===== config.mk =====
export PLATFORM = sky130hd
export DESIGN_NAME = mmio_port_responder
export DESIGN_NICKNAME = d
export VERILOG_FILES = /design/src/rtl/mmio_port_responder.sv
export SDC_FILE = /design/constraint.sdc
export NUM_CORES = 1
export LEC_CHECK = 0
export ABC_AREA = 1
export BUFFER_PORTS_ARGS = -buffer_cell sky130_fd_sc_hd__buf_4
export CORE_UTILIZATION = 45
export DETAILED_ROUTE_END_ITERATION = 7
export HOLD_SLACK_MARGIN = 0.06
export PLACE_DENSITY = 0.8
export SLEW_MARGIN = 40
export SYNTH_ARGS = -nofsm -noshare
export SYNTH_HDL_FRONTEND = slang
export SYNTH_SLANG_ARGS = --single-unit

===== constraint.sdc =====
create_clock -name clk -period 2.15 [get_ports clk]
set_clock_uncertainty 0.05 [all_clocks]
set_input_delay 0.1075 -clock clk [delete_from_list [all_inputs] [get_ports clk]]
set_output_delay 0.1075 -clock clk [all_outputs]
set_load 0.02 [all_outputs]

===== src/rtl/mmio_port_responder.sv =====
// MMIO responder: OUT/IN/STATUS window on the ME-stage data bus, owns board I/O pins.
// Optional input debounce is enabled by defining MMIO_DEBOUNCE_EN.
module mmio_port_responder #(
   parameter logic [31:0] BASE_ADDR       = 32'h1001_0000,
   parameter logic [31:0] PORT_OUT_RESET  = 32'h0000_0000,
   parameter int          DEBOUNCE_CYCLES = 4
) (
   input  logic        clk,
   input  logic        reset,
   input  logic [31:0] Address,
   input  logic [31:0] WriteData,
   input  logic        MemWrite,
   input  logic        MemRead,
   output logic [31:0] ReadData,
   output logic        Hit,
   input  logic [7:0]  PortIn,
   output logic [31:0] PortOut,
   output logic        InChanged
);

   if (DEBOUNCE_CYCLES < 1) begin : g_bad_cfg
      $error("DEBOUNCE_CYCLES must be >= 1");
   end

   logic [31:0] port_out_q, port_out_d;
   logic [7:0]  sync1_q, sync1_d;
   logic [7:0]  sync2_q, sync2_d;
   logic [7:0]  in_q, in_d;
   logic        changed_q, changed_d;
   logic        load_in;

   logic sel_out, sel_in, sel_st, sel_any;
   logic st_clr, st_set;

   assign sel_out = (Address == BASE_ADDR);
   assign sel_in  = (Address == BASE_ADDR + 32'd4);
   assign sel_st  = (Address == BASE_ADDR + 32'd8);
   assign sel_any = sel_out | sel_in | sel_st;

   assign Hit       = sel_any & (MemRead | MemWrite);
   assign PortOut   = port_out_q;
   assign InChanged = changed_q;

   always_comb begin
      ReadData = '0;
      if (MemRead) begin
         unique case (1'b1)
            sel_out: ReadData = port_out_q;
            sel_in:  ReadData = {24'b0, in_q};
            sel_st:  ReadData = {30'b0, in_q != sync2_q, changed_q};
            default: ReadData = '0;
         endcase
      end
   end

`ifdef MMIO_DEBOUNCE_EN
   localparam int CW = $clog2(DEBOUNCE_CYCLES) + 1;

   logic [CW-1:0] cnt_q, cnt_d;

   // Count edges sync2 has held a new value; accept it once it has lasted long enough.
   always_comb begin
      cnt_d   = '0;
      load_in = 1'b0;
      if ((sync1_q != sync2_q) || (sync2_q == in_q)) begin
         cnt_d = '0;
      end else if (cnt_q == CW'(DEBOUNCE_CYCLES - 1)) begin
         load_in = 1'b1;
      end else begin
         cnt_d = cnt_q + 1'b1;
      end
   end

   always_ff @(posedge clk or posedge reset) begin
      if (reset) cnt_q <= '0;
      else       cnt_q <= cnt_d;
   end
`else
   assign load_in = 1'b1;
`endif

   always_comb begin
      port_out_d = port_out_q;
      if (MemWrite && sel_out) port_out_d = WriteData;
      sync1_d   = PortIn;
      sync2_d   = sync1_q;
      in_d      = load_in ? sync2_q : in_q;
      st_set    = load_in && (sync2_q != in_q);
      st_clr    = MemWrite && sel_st && WriteData[0];
      // A new change in the same cycle as a clear must not be lost.
      changed_d = st_set | (changed_q & ~st_clr);
   end

   always_ff @(posedge clk or posedge reset) begin
      if (reset) begin
         port_out_q <= PORT_OUT_RESET;
         sync1_q    <= '0;
         sync2_q    <= '0;
         in_q       <= '0;
         changed_q  <= 1'b0;
      end else begin
         port_out_q <= port_out_d;
         sync1_q    <= sync1_d;
         sync2_q    <= sync2_d;
         in_q       <= in_d;
         changed_q  <= changed_d;
      end
   end

endmodule


Word-level counts from Yosys, hierarchy flattened
Cells that the tools add are included.
{"block": "classes", "add_sub_neg": 0, "n_mul": 0, "div": 0, "n_lt_le_gt_ge": 0, "eq_ne": 5, "n_shift": 0, "n_mux": 2, "bitwise": 7, "n_reduce_logical": 3}
{"op": "$eq A32 B29 Y1 const B", "count": 3}
{"op": "$pmux W32 S3", "count": 1}
{"op": "$mux W32", "count": 1}
{"op": "$ne A8 B8 Y1", "count": 2}
{"op": "$or A1 B1 Y1", "count": 4}
{"op": "$logic_and A1 B1 Y1", "count": 3}
{"op": "$and A1 B1 Y1", "count": 2}
{"op": "$not A1 Y1", "count": 1}
{"block": "word_totals", "reg_bits": 57, "latchBits": 0, "ramBits": 0, "rom_bits": 0, "inputBits": 76, "out_inout_bits": 66, "mem_count": 0}

Depth between registers and ports, before layout
Gate-level depths: netlist of the first run.
{"block": "logic_depth", "word_depth": 6, "depth_mapped": 11, "depth_no_buf": 10}

Worst setup path after synthesis of the first run
OpenSTA, ideal clock, no wires.
{"block": "synth_path", "kind": "input to output", "start": "in Address[11]", "end": "out ReadData[10]", "arrival_time_ns": 1.257, "slack_ns": 0.735, "stages": 8, "cell_sequence": "nor2_1 -> nand2_1 -> inv_2 -> nand2_2 -> nor2_4 -> nand3_1 -> buf_2 -> nor2_1"}
{"block": "synth_via", "elab_chain_len": 3, "elab_cells_between_ends": 5, "classes_between": "eq/ne (3); mux (2)"}
{"item": "start: declaration", "line": "10", "text": "input logic [31:0] Address,"}
{"item": "$eq A32 B29 Y1, on equally long branches", "line": "37, 35, 36"}
{"item": "$pmux W32 S3 *", "line": "47", "text": "unique case (1'b1)"}
{"item": "$mux W32 *", "line": "46", "text": "if (MemRead) begin"}
{"item": "end: declaration", "line": "14", "text": "output logic [31:0] ReadData,"}
Mark *: on every way between the ends. The rest lies on a longest branch, timed or not.

Final worst setup path of the first run
{"block": "layout_path", "start": "reg in_q[7]", "end": "out ReadData[1]"}
{"block": "layout_via", "elab_chain_len": 3}
{"item": "start: declaration", "line": "28", "text": "logic [7:0] in_q, in_d;"}
{"item": "start signal: assignment", "line": "105", "text": "in_q <= in_d;"}
{"item": "$ne A8 B8 Y1", "line": "50", "text": "sel_st: ReadData = {30'b0, in_q != sync2_q, changed_q};"}
{"item": "$pmux W32 S3", "line": "47"}
{"item": "$mux W32", "line": "46"}
No other way between the ends.

==> results of run 1 <==
[registers in the layout, indices dropped and copies added (netlist names)]
signal and flops:
InChanged 1, PortOut 32, in_d 8, in_q 8, sync1_q 8
[power by group through the flow]
| stage | clock [mW] | combinational, mW | sequential [mW] |
|---|---|---|---|
| after floorplan | 0 | 0.0558 | 1.12 |
| after global placement | 0 | 0.176 | 1.13 |
| after detailed placement | 0 | 0.181 | 1.13 |
| after CTS | 0.889 | 0.242 | 1.11 |
| after global routing | 0.939 | 0.268 | 1.11 |
| final | 0.875 | 0.244 | 1.11 |
[cell type report]
class                   instances  area (um^2)
clock buffers                  13          159
clock inverters                 3         15.0
fillers                       385         1230
inverters                      52          195
multi-input cells             202          961
flip-flops and latches         57         1430
well taps                      72         90.1
repair buffers                187         1530
[cell usage in the layout (no fill, tap or decap)]
cell           count
buf_4            144
nand2_1           81
dfrtp_1           57
nor2_1            52
inv_1             49
dlygate4sd3_1     41
o21ai_2           18
nand3_1           16
o21ai_0           16
clkbuf_8          11
xnor2_1            7
a21oi_1            6
inv_2              3
clkinv_2           3
nor2_4             2
clkbuf_1           2
buf_12             2
nand2_2            1
nand4_1            1
nor2_2             1
nand2_4            1
[critical path: cells and delay by family, from the launching register on]
family / cells / cell delay, ps
xor+xnor: 1 / 240
buf+inv: 2 / 180
flops: 1 / 400
simple gates: 6 / 480
[synth_stat cells, drive strengths merged]
cell type	n
dfrtp	57
nand2	83
a21oi	6
o21ai	34
nand4	1
inv	52
xnor2	7
nor2	55
buf	9
nand3	16
[layer usage]
| metal | track usage, % | vias up | wire (um) |
|---|---|---|---|
| met5 | 0 | - | 0 |
| met1 | 27.0 | 1244 | 2990 |
| met2 | 48.4 | 88 | 4140 |
| li1 | - | 1347 | - |
| met3 | 5.29 | 22 | 335 |
| met4 | 11.5 | 0 | 208 |
[worst max path at each step]
| stage | to | startpoint |
|---|---|---|
| after floorplan | InChanged | reset |
| after global placement | ReadData[5] | Address[23] |
| after detailed placement | ReadData[5] | Address[23] |
| after CTS | ReadData[1] | in_q[2] |
| after global routing | ReadData[4] | Address[21] |
| final | ReadData[1] | in_q[7] |
[logic make-up (layout without fill, tap and decap cells)]
group                  count (synthesis)  after routing  synth area share [%]
buffers and inverters                 61            255                  10.3
AO/OA/AOI/OAI                         40             40                  10.1
flip-flops                            57             57                  53.6
AND/OR/NAND/NOR                      155            155                  23.7
XOR/XNOR                               7              7                  2.30
[what timing repair did]
action | CTS | global route
hold endpoints to repair | 64 | 0
hold buffers | 41 | 0
setup endpoints to repair | 0 | 0
==> report_table.html, run 1 <==
<table>
<tr><th>Metric</th><th>Value</th></tr>
<tr><th colspan="2">Floorplanning</th></tr>
<tr><td>Top-level I/O count</td><td>approximately 140</td></tr>
<tr><td>DIE HEIGHT</td><td>78.9 um</td></tr>
<tr><td>Floorplan die area</td><td>a little over 6000 um^2</td></tr>
<tr><td>Horizontal extent of the die</td><td>slightly below 80 um</td></tr>
<tr><td>Row Count</td><td>27</td></tr>
<tr><td>Initial core utilization</td><td>about 47%</td></tr>
<tr><td>Core Area</td><td>around 5600 um^2</td></tr>
<tr><th colspan="2">Drt</th></tr>
<tr><td>Via count of the routed design</td><td>2701</td></tr>
<tr><td>Count of antenna-violating nets left after detailed routing</td><td>0</td></tr>
<tr><td>Detailed-route DRC error count</td><td>0</td></tr>
<tr><td>Count of TritonRoute iterations in the first routing pass</td><td>4</td></tr>
<tr><td>Detailed-route wire length per cell</td><td>between 10 and 15 um</td></tr>
<tr><td>Drt initial violations</td><td>121</td></tr>
<tr><td>Routed Wire Length</td><td>between 7 and 8 mm</td></tr>
<tr><td>Vias per cell</td><td>between 4 and 5</td></tr>
<tr><th colspan="2">Setup path</th></tr>
<tr><td>Critical Path Sink Type</td><td>primary output</td></tr>
<tr><td>Slowest CP cell</td><td>dfrtp_1</td></tr>
<tr><td>Number of cells on the worst reg-to-reg path</td><td>4</td></tr>
<tr><td>Most used cell, CP</td><td>nand2_1</td></tr>
<tr><td>Data required time of the critical path</td><td>1990 ps</td></tr>
<tr><td>Peak per-stage delay on the critical path</td><td>approximately 400 ps</td></tr>
<tr><td>Reg2Reg Launch Point</td><td>in_q[7]</td></tr>
<tr><td>Reg-to-reg slack, setup</td><td>between 1000 and 1500 ps</td></tr>
<tr><td>Endpoint of the most critical register-to-register path</td><td>InChanged</td></tr>
<tr><td>Type of element launching the critical path</td><td>flip-flop</td></tr>
<tr><td>Critical path, cell by cell</td><td>xnor2_1 -&gt; nand2_1 -&gt; nor2_1 -&gt; nand2_1 -&gt; nand2_1 -&gt; nand3_1 -&gt; nand2_1 -&gt; inv_1 -&gt; buf_4</td></tr>
<tr><td>Highest net fanout along the worst path</td><td>2</td></tr>
<tr><td>Startpoint-to-endpoint class of the critical path</td><td>reg2out</td></tr>
<tr><td>CP Data Arrival Time</td><td>around 1600 ps</td></tr>
<tr><th colspan="2">STA</th></tr>
<tr><td>Max Slew Vio Count</td><td>0</td></tr>
<tr><td>Hold Violations, Final</td><td>0</td></tr>
<tr><td>Worst Max-Slew Pin Slew</td><td>about 570 ps</td></tr>
<tr><td>Final setup TNS</td><td>0 ps</td></tr>
<tr><td>Final critical path time including I/O delays and setup</td><td>~1800 ps</td></tr>
<tr><td>Setup repair after global routing missed its margin</td><td>no</td></tr>
<tr><td>Finish-stage setup viols</td><td>0</td></tr>
<tr><td>Final critical-path share of the clock period</td><td>82.0%</td></tr>
<tr><td>Post-route worst setup slack</td><td>between 300 and 400 ps</td></tr>
<tr><td>Worst hold margin</td><td>~140 ps</td></tr>
<tr><td>F_max</td><td>roughly 570 MHz</td></tr>
<tr><td>Worst relative slew slack</td><td>roughly three fifths</td></tr>
<tr><th colspan="2">GRT</th></tr>
<tr><td>Total track usage</td><td>approximately a quarter</td></tr>
<tr><td>First-pass GRT wire length</td><td>12.0 mm</td></tr>
<tr><td>Initial antenna violation count</td><td>0</td></tr>
<tr><td>Grt total ovfl</td><td>0</td></tr>
<tr><td>Largest net degree at the start of global routing</td><td>48</td></tr>
<tr><td>Via count of the first global-routing pass</td><td>about 2800</td></tr>
<tr><th colspan="2">Layout</th></tr>
<tr><td>Share of layout cells above drive strength 1</td><td>about 36%</td></tr>
<tr><td>Final Non-Filler Cells</td><td>~590</td></tr>
<tr><td>Total inserted antenna cells</td><td>0</td></tr>
<tr><td>Layout area overhead</td><td>64.4%</td></tr>
<tr><td>Post-route core utilization</td><td>78.1%</td></tr>
<tr><td># nets final</td><td>roughly 590</td></tr>
<tr><td>Post-layout instance area</td><td>4380 um^2</td></tr>
<tr><th colspan="2">Clock network</th></tr>
<tr><td>TritonCTS buffer count</td><td>9</td></tr>
<tr><td>Maximum clock insertion buffer count</td><td>2</td></tr>
<tr><td>Post-CTS clock slew at the launch and capture registers of the worst setup and hold paths</td><td>60 ps</td></tr>
<tr><td>Later-pin clock latency in the skew report</td><td>slightly above 300 ps</td></tr>
<tr><td>Clk Tree Root Cell</td><td>clkbuf_8</td></tr>
<tr><td>CTS tree</td><td>yes</td></tr>
<tr><td># Post-CTS Setup Buffers</td><td>0</td></tr>
<tr><td>CTS sink count</td><td>57</td></tr>
<tr><td>H-tree depth reported by CTS</td><td>3</td></tr>
<tr><td>PostCTS Resize Cnt</td><td>0</td></tr>
<tr><th colspan="2">Power</th></tr>
<tr><td>Power spent charging and discharging nets</td><td>about 0.5 mW</td></tr>
<tr><td>Pwr per Cell Area</td><td>509 nW/um^2</td></tr>
<tr><td>Worst-case vdd ir drop</td><td>about 580 uV</td></tr>
<tr><td>Reg power frac</td><td>between 40% and 50%</td></tr>
<tr><td>Static leakage</td><td>approximately 2.4 nW</td></tr>
<tr><td>Proportion of power drawn by combinational gates</td><td>a little over a tenth</td></tr>
<tr><td>Clock network fraction of design power</td><td>approximately 39%</td></tr>
<tr><td>Design internal power</td><td>between 1.5 and 2 mW</td></tr>
<tr><td>Share of total power consumed by net switching</td><td>22.4%</td></tr>
<tr><td>Power consumption</td><td>between 2 and 2.5 mW</td></tr>
<tr><th colspan="2">Synthesis</th></tr>
<tr><td>Share of the synthesized area in the top cell type</td><td>a little over half</td></tr>
<tr><td>Synthesized cell area</td><td>between 2000 and 3000 um^2</td></tr>
<tr><td>Number of standard cells after synthesis</td><td>between 300 and 400</td></tr>
<tr><td>Post-synthesis sequential area ratio</td><td>between 50% and 60%</td></tr>
<tr><td>Cell type with the highest aggregate area in the netlist</td><td>dfrtp_1</td></tr>
<tr><td>Number of warnings issued by yosys</td><td>0</td></tr>
<tr><td>Synth Area per Inst</td><td>about 8.3 um^2</td></tr>
<tr><td>Synthesized net count</td><td>roughly 400</td></tr>
<tr><td>Top post-synthesis cells by area</td><td>dfrtp_1 (54%), nand2_1 (11%), nor2_1 (7.3%)</td></tr>
<tr><td>Post-synthesis sequential element count</td><td>57</td></tr>
<tr><td>Synth cell types</td><td>18</td></tr>
<tr><th colspan="2">Placement</th></tr>
<tr><td>Pre-CTS worst setup slack</td><td>444 ps</td></tr>
<tr><td>DP Cell Count</td><td>between 500 and 600</td></tr>
<tr><td>Input/output buffers</td><td>~140</td></tr>
<tr><td>Final weighted congestion in routability-driven placement</td><td>about 0.76</td></tr>
<tr><td>Final HPWL from detailed placement</td><td>approximately 5 mm</td></tr>
<tr><td>Cell area after placement</td><td>3790 um^2</td></tr>
<tr><th colspan="2">Outcome</th></tr>
<tr><td>Outcome</td><td>complete, no violations</td></tr>
<tr><th colspan="2">Job</th></tr>
<tr><td>Maximum capacitance violations</td><td>0</td></tr>
<tr><th colspan="2">Worst hold path</th></tr>
<tr><td>Worst hold stages</td><td>4</td></tr>
<tr><td>Min-Delay Startpoint</td><td>MemWrite</td></tr>
<tr><td>Endpoint of the worst hold-timing path</td><td>InChanged</td></tr>
<tr><td>Worst min-delay path category</td><td>in2reg</td></tr>
</table>
Power figures use the tool's default switching activity.
==> run 2, diff against run 1 <==
--- a/config.mk
+++ b/config.mk
@@ -7,10 +7,10 @@
 export LEC_CHECK = 0
 export ABC_AREA = 1
 export BUFFER_PORTS_ARGS = -buffer_cell sky130_fd_sc_hd__buf_4
-export CORE_UTILIZATION = 45
+export CORE_UTILIZATION = 40
 export DETAILED_ROUTE_END_ITERATION = 7
 export HOLD_SLACK_MARGIN = 0.06
-export PLACE_DENSITY = 0.8
+export PLACE_DENSITY = 0.75
 export SLEW_MARGIN = 40
 export SYNTH_ARGS = -nofsm -noshare
 export SYNTH_HDL_FRONTEND = slang
==> constraint.sdc (replaced) <==
create_clock -name clk -period 1.4 [get_ports clk]
set_clock_uncertainty 0.05 [all_clocks]
set_input_delay 0.07 -clock clk [delete_from_list [all_inputs] [get_ports clk]]
set_output_delay 0.07 -clock clk [all_outputs]
set_load 0.02 [all_outputs]
==> run 2 against run 1 <==
Against the previous run: the flow now finishes with violations (negative setup slack); combinational power is 65% higher; clock-buffer cell count is 3 lower; largest cell class unchanged; power is 64% higher.
==> report_table.html, run 2 (synthesis gave the netlist of run 1 again) <==
<table>
<tr><th>Metric</th><th>Value</th></tr>
<tr><th colspan="2">Drt</th></tr>
<tr><td>Count of TritonRoute iterations in the first routing pass</td><td>4 (unchanged)</td></tr>
<tr><td>Vias per cell</td><td>4.67 (+1.3%)</td></tr>
<tr><td>Routed Wire Length</td><td>7.70 mm (+0.47%)</td></tr>
<tr><td>Detailed-route wire length per cell</td><td>12.8 um (-2.0%)</td></tr>
<tr><td>Via count of the routed design</td><td>2807 (+3.9%)</td></tr>
<tr><td>Drt initial violations</td><td>72 (-40%)</td></tr>
<tr><td>Count of antenna-violating nets left after detailed routing</td><td>0 (unchanged)</td></tr>
<tr><td>Detailed-route DRC error count</td><td>0 (unchanged)</td></tr>
<tr><th colspan="2">Clock network</th></tr>
<tr><td>CTS tree</td><td>yes</td></tr>
<tr><td>Clk Tree Root Cell</td><td>clkbuf_8</td></tr>
<tr><td>Maximum clock insertion buffer count</td><td>2 (unchanged)</td></tr>
<tr><td>H-tree depth reported by CTS</td><td>3 (unchanged)</td></tr>
<tr><td>CTS sink count</td><td>57 (unchanged)</td></tr>
<tr><td>Post-CTS clock slew at the launch and capture registers of the worst setup and hold paths</td><td>60 ps (about the same)</td></tr>
<tr><td>Later-pin clock latency in the skew report</td><td>320 ps (about the same)</td></tr>
<tr><td>TritonCTS buffer count</td><td>9 (unchanged)</td></tr>
<tr><th colspan="2">Power</th></tr>
<tr><td>Power consumption</td><td>3.65 mW (+64%)</td></tr>
<tr><td>Reg power frac</td><td>46.6% (-3.2 points)</td></tr>
<tr><td>Clock network fraction of design power</td><td>42.3% (+3.0 points)</td></tr>
<tr><td>Share of total power consumed by net switching</td><td>23.0% (+0.64 points)</td></tr>
<tr><td>Pwr per Cell Area</td><td>778 nW/um^2 (+53%)</td></tr>
<tr><td>Design internal power</td><td>2.81 mW (+62%)</td></tr>
<tr><td>Worst-case vdd ir drop</td><td>859 uV (+48%)</td></tr>
<tr><td>Proportion of power drawn by combinational gates</td><td>11.0% (about the same)</td></tr>
<tr><td>Power spent charging and discharging nets</td><td>0.841 mW (+68%)</td></tr>
<tr><td>Static leakage</td><td>2.46 nW (+2.7%)</td></tr>
<tr><th colspan="2">STA</th></tr>
<tr><td>Final critical-path share of the clock period</td><td>119%</td></tr>
<tr><td>Worst relative slew slack</td><td>79.0% (+17 points)</td></tr>
<tr><td>Setup repair after global routing missed its margin</td><td>yes</td></tr>
<tr><td>Final critical path time including I/O delays and setup</td><td>around 1700 ps</td></tr>
<tr><td>Worst Max-Slew Pin Slew</td><td>314 ps (-259 ps)</td></tr>
<tr><td>Max Slew Vio Count</td><td>0 (unchanged)</td></tr>
<tr><td>Finish-stage setup viols</td><td>1 (+1)</td></tr>
<tr><td>Hold Violations, Final</td><td>0 (unchanged)</td></tr>
<tr><td>F_max</td><td>roughly 600 MHz</td></tr>
<tr><td>Worst hold margin</td><td>301 ps (+166 ps)</td></tr>
<tr><td>Post-route worst setup slack</td><td>-271 ps (-659 ps)</td></tr>
<tr><th colspan="2">Layout</th></tr>
<tr><td>Total inserted antenna cells</td><td>0 (unchanged)</td></tr>
<tr><td>Max FFs per register</td><td>32 (unchanged)</td></tr>
<tr><td>Layout area overhead</td><td>76.3%</td></tr>
<tr><td>Most used cells in the layout excluding fill and tap cells</td><td>buf_4 (142), nand2_1 (74), dfrtp_1 (57), inv_1 (47), dlygate4sd3_1 (42)</td></tr>
<tr><td>Area taken by multi-input logic gates</td><td>1100 um^2 (+14%)</td></tr>
<tr><td>Share of layout cells above drive strength 1</td><td>46.2% (+10 points)</td></tr>
<tr><td>Post-route core utilization</td><td>73.5% (-4.6 points)</td></tr>
<tr><td># nets final</td><td>595 (+1.7%)</td></tr>
<tr><td>Area taken by flip-flops and latches</td><td>1430 um^2 (unchanged)</td></tr>
<tr><td>Post-layout instance area</td><td>4690 um^2 (+7.2%)</td></tr>
<tr><td>Fill cell instance count of the final layout</td><td>493 (+28%)</td></tr>
<tr><td>Commonest non-fill, non-tap cell in the layout</td><td>buf_4</td></tr>
<tr><th colspan="2">Placement</th></tr>
<tr><td>Pre-CTS worst setup slack</td><td>-118 ps (-562 ps)</td></tr>
<tr><td>Final weighted congestion in routability-driven placement</td><td>0.800 (+5.1%)</td></tr>
<tr><td>Cell area after placement</td><td>3870 um^2 (+1.9%)</td></tr>
<tr><td>Input/output buffers</td><td>141 (unchanged)</td></tr>
<tr><td>Final HPWL from detailed placement</td><td>5.14 mm (+0.48%)</td></tr>
<tr><th colspan="2">GRT</th></tr>
<tr><td>Grt total ovfl</td><td>0 (unchanged)</td></tr>
<tr><td>Initial antenna violation count</td><td>0 (unchanged)</td></tr>
<tr><td>Via count of the first global-routing pass</td><td>2743 (-1.6%)</td></tr>
<tr><td>First-pass GRT wire length</td><td>12.2 mm (+1.3%)</td></tr>
<tr><td>Total track usage</td><td>21.8% (-3.7 points)</td></tr>
<tr><td>Largest net degree at the start of global routing</td><td>58 (+21%)</td></tr>
<tr><th colspan="2">Setup path</th></tr>
<tr><td>Reg2Reg Launch Point</td><td>in_q[2]</td></tr>
<tr><td>Endpoint of the most critical register-to-register path</td><td>InChanged</td></tr>
<tr><td>CP Data Arrival Time</td><td>1550 ps (-60 ps)</td></tr>
<tr><td>Highest net fanout along the worst path</td><td>2 (unchanged)</td></tr>
<tr><td>Data required time of the critical path</td><td>1280 ps (-710 ps)</td></tr>
<tr><td>Startpoint-to-endpoint class of the critical path</td><td>reg2out</td></tr>
<tr><td>Type of element launching the critical path</td><td>flip-flop</td></tr>
<tr><td>Number of cells on the worst reg-to-reg path</td><td>5 (+1)</td></tr>
<tr><td>Critical Path Sink Type</td><td>primary output</td></tr>
<tr><td>Reg-to-reg slack, setup</td><td>270 ps (-770 ps)</td></tr>
<tr><th colspan="2">Outcome</th></tr>
<tr><td>Outcome</td><td>finished with violations</td></tr>
<tr><td>Failing checks</td><td>negative setup slack</td></tr>
<tr><th colspan="2">Worst hold path</th></tr>
<tr><td>Endpoint of the worst hold-timing path</td><td>in_d[1]</td></tr>
<tr><td>Min-Delay Startpoint</td><td>sync1_q[1]</td></tr>
<tr><td>Worst hold stages</td><td>0 (-4)</td></tr>
<tr><td>Worst min-delay path category</td><td>reg2reg</td></tr>
<tr><th colspan="2">Floorplanning</th></tr>
<tr><td>Core Area</td><td>6390 um^2 (+14%)</td></tr>
<tr><td>Initial core utilization</td><td>41.7% (-5.8 points)</td></tr>
<tr><td>Row Count</td><td>29 (+7.4%)</td></tr>
<tr><td>Floorplan die area</td><td>6990 um^2 (+12%)</td></tr>
<tr><td>Horizontal extent of the die</td><td>83.6 um (+5.9%)</td></tr>
<tr><td>DIE HEIGHT</td><td>83.6 um (+5.9%)</td></tr>
<tr><td>Top-level I/O count</td><td>142 (unchanged)</td></tr>
<tr><th colspan="2">Job</th></tr>
<tr><td>Maximum capacitance violations</td><td>0 (unchanged)</td></tr>
</table>
[run 2: final cells by class]
| cell class | instances | area share (%) |
|---|---|---|
| clock buffer | 10 | 2.93 |
| tap | 77 | 2.05 |
| sequential | 57 | 30.4 |
| timing repair buffer | 197 | 35.5 |
| clock inverter | 6 | 1.41 |
| multi-input combinational | 202 | 23.4 |
| inverter | 52 | 4.29 |
[run 2: how the worst max path moves through the flow]
stage | start | to | slack (ps) | cells past startpoint
CTS | in_d[4] | ReadData[1] | -270 | 9
finish | in_q[2] | ReadData[1] | -270 | 9
global placement | Address[23] | PortOut[15] | -30 | 11
detailed placement | Address[23] | PortOut[14] | -120 | 11
global route | in_q[4] | ReadData[1] | -370 | 9
floorplan | Address[11] | ReadData[10] | 60 | 8
[run 2: critical path: stages (launching register included)]
cell and delay [ps]:
dfrtp_1 410, xnor2_1 160, nand2_1 90, nor2_2 140, nand2_1 80, nand2_1 60, nand3_1 70, nand2_1 60
inv_1 30, buf_4 140
[run 2: stage by stage]
step	cells	TNS (ps)
after floorplan	320	0
after global placement	539	-776
after detailed placement	539	-2930
after CTS	601	-267
after global routing	601	-781
final	601	-271
[run 2: repair_timing]
| action | in CTS | in global routing |
|---|---|---|
| hold buffers | 42 | 0 |
| gates resized for setup | 7 | 52 |
| setup buffers | 4 | 2 |
| pin swaps | 7 | 14 |
| endpoints found under the hold margin | 98 | 0 |
| endpoints found under the setup margin | 10 | 33 |
[run 2: power by group through the flow]
| stage | clock (mW) | combinational, mW | sequential (mW) |
|---|---|---|---|
| floorplan | 0 | 0.0862 | 1.73 |
| global placement | 0 | 0.273 | 1.73 |
| detailed placement | 0 | 0.280 | 1.73 |
| CTS | 1.58 | 0.382 | 1.70 |
| global route | 1.66 | 0.440 | 1.70 |
| finish | 1.55 | 0.403 | 1.70 |
[run 2: metal layers]
layer / up-vias / GRT usage [%] / routed length [um] / part of all wire [%]
met4: 0 / 10.3 / 230 / 3.0
met3: 21 / 3.86 / 387 / 5.0
li1: 1369 / - / - / -
met1: 1315 / 25.4 / 3010 / 39
met5: - / 0 / 0 / 0
met2: 102 / 38.9 / 4080 / 53
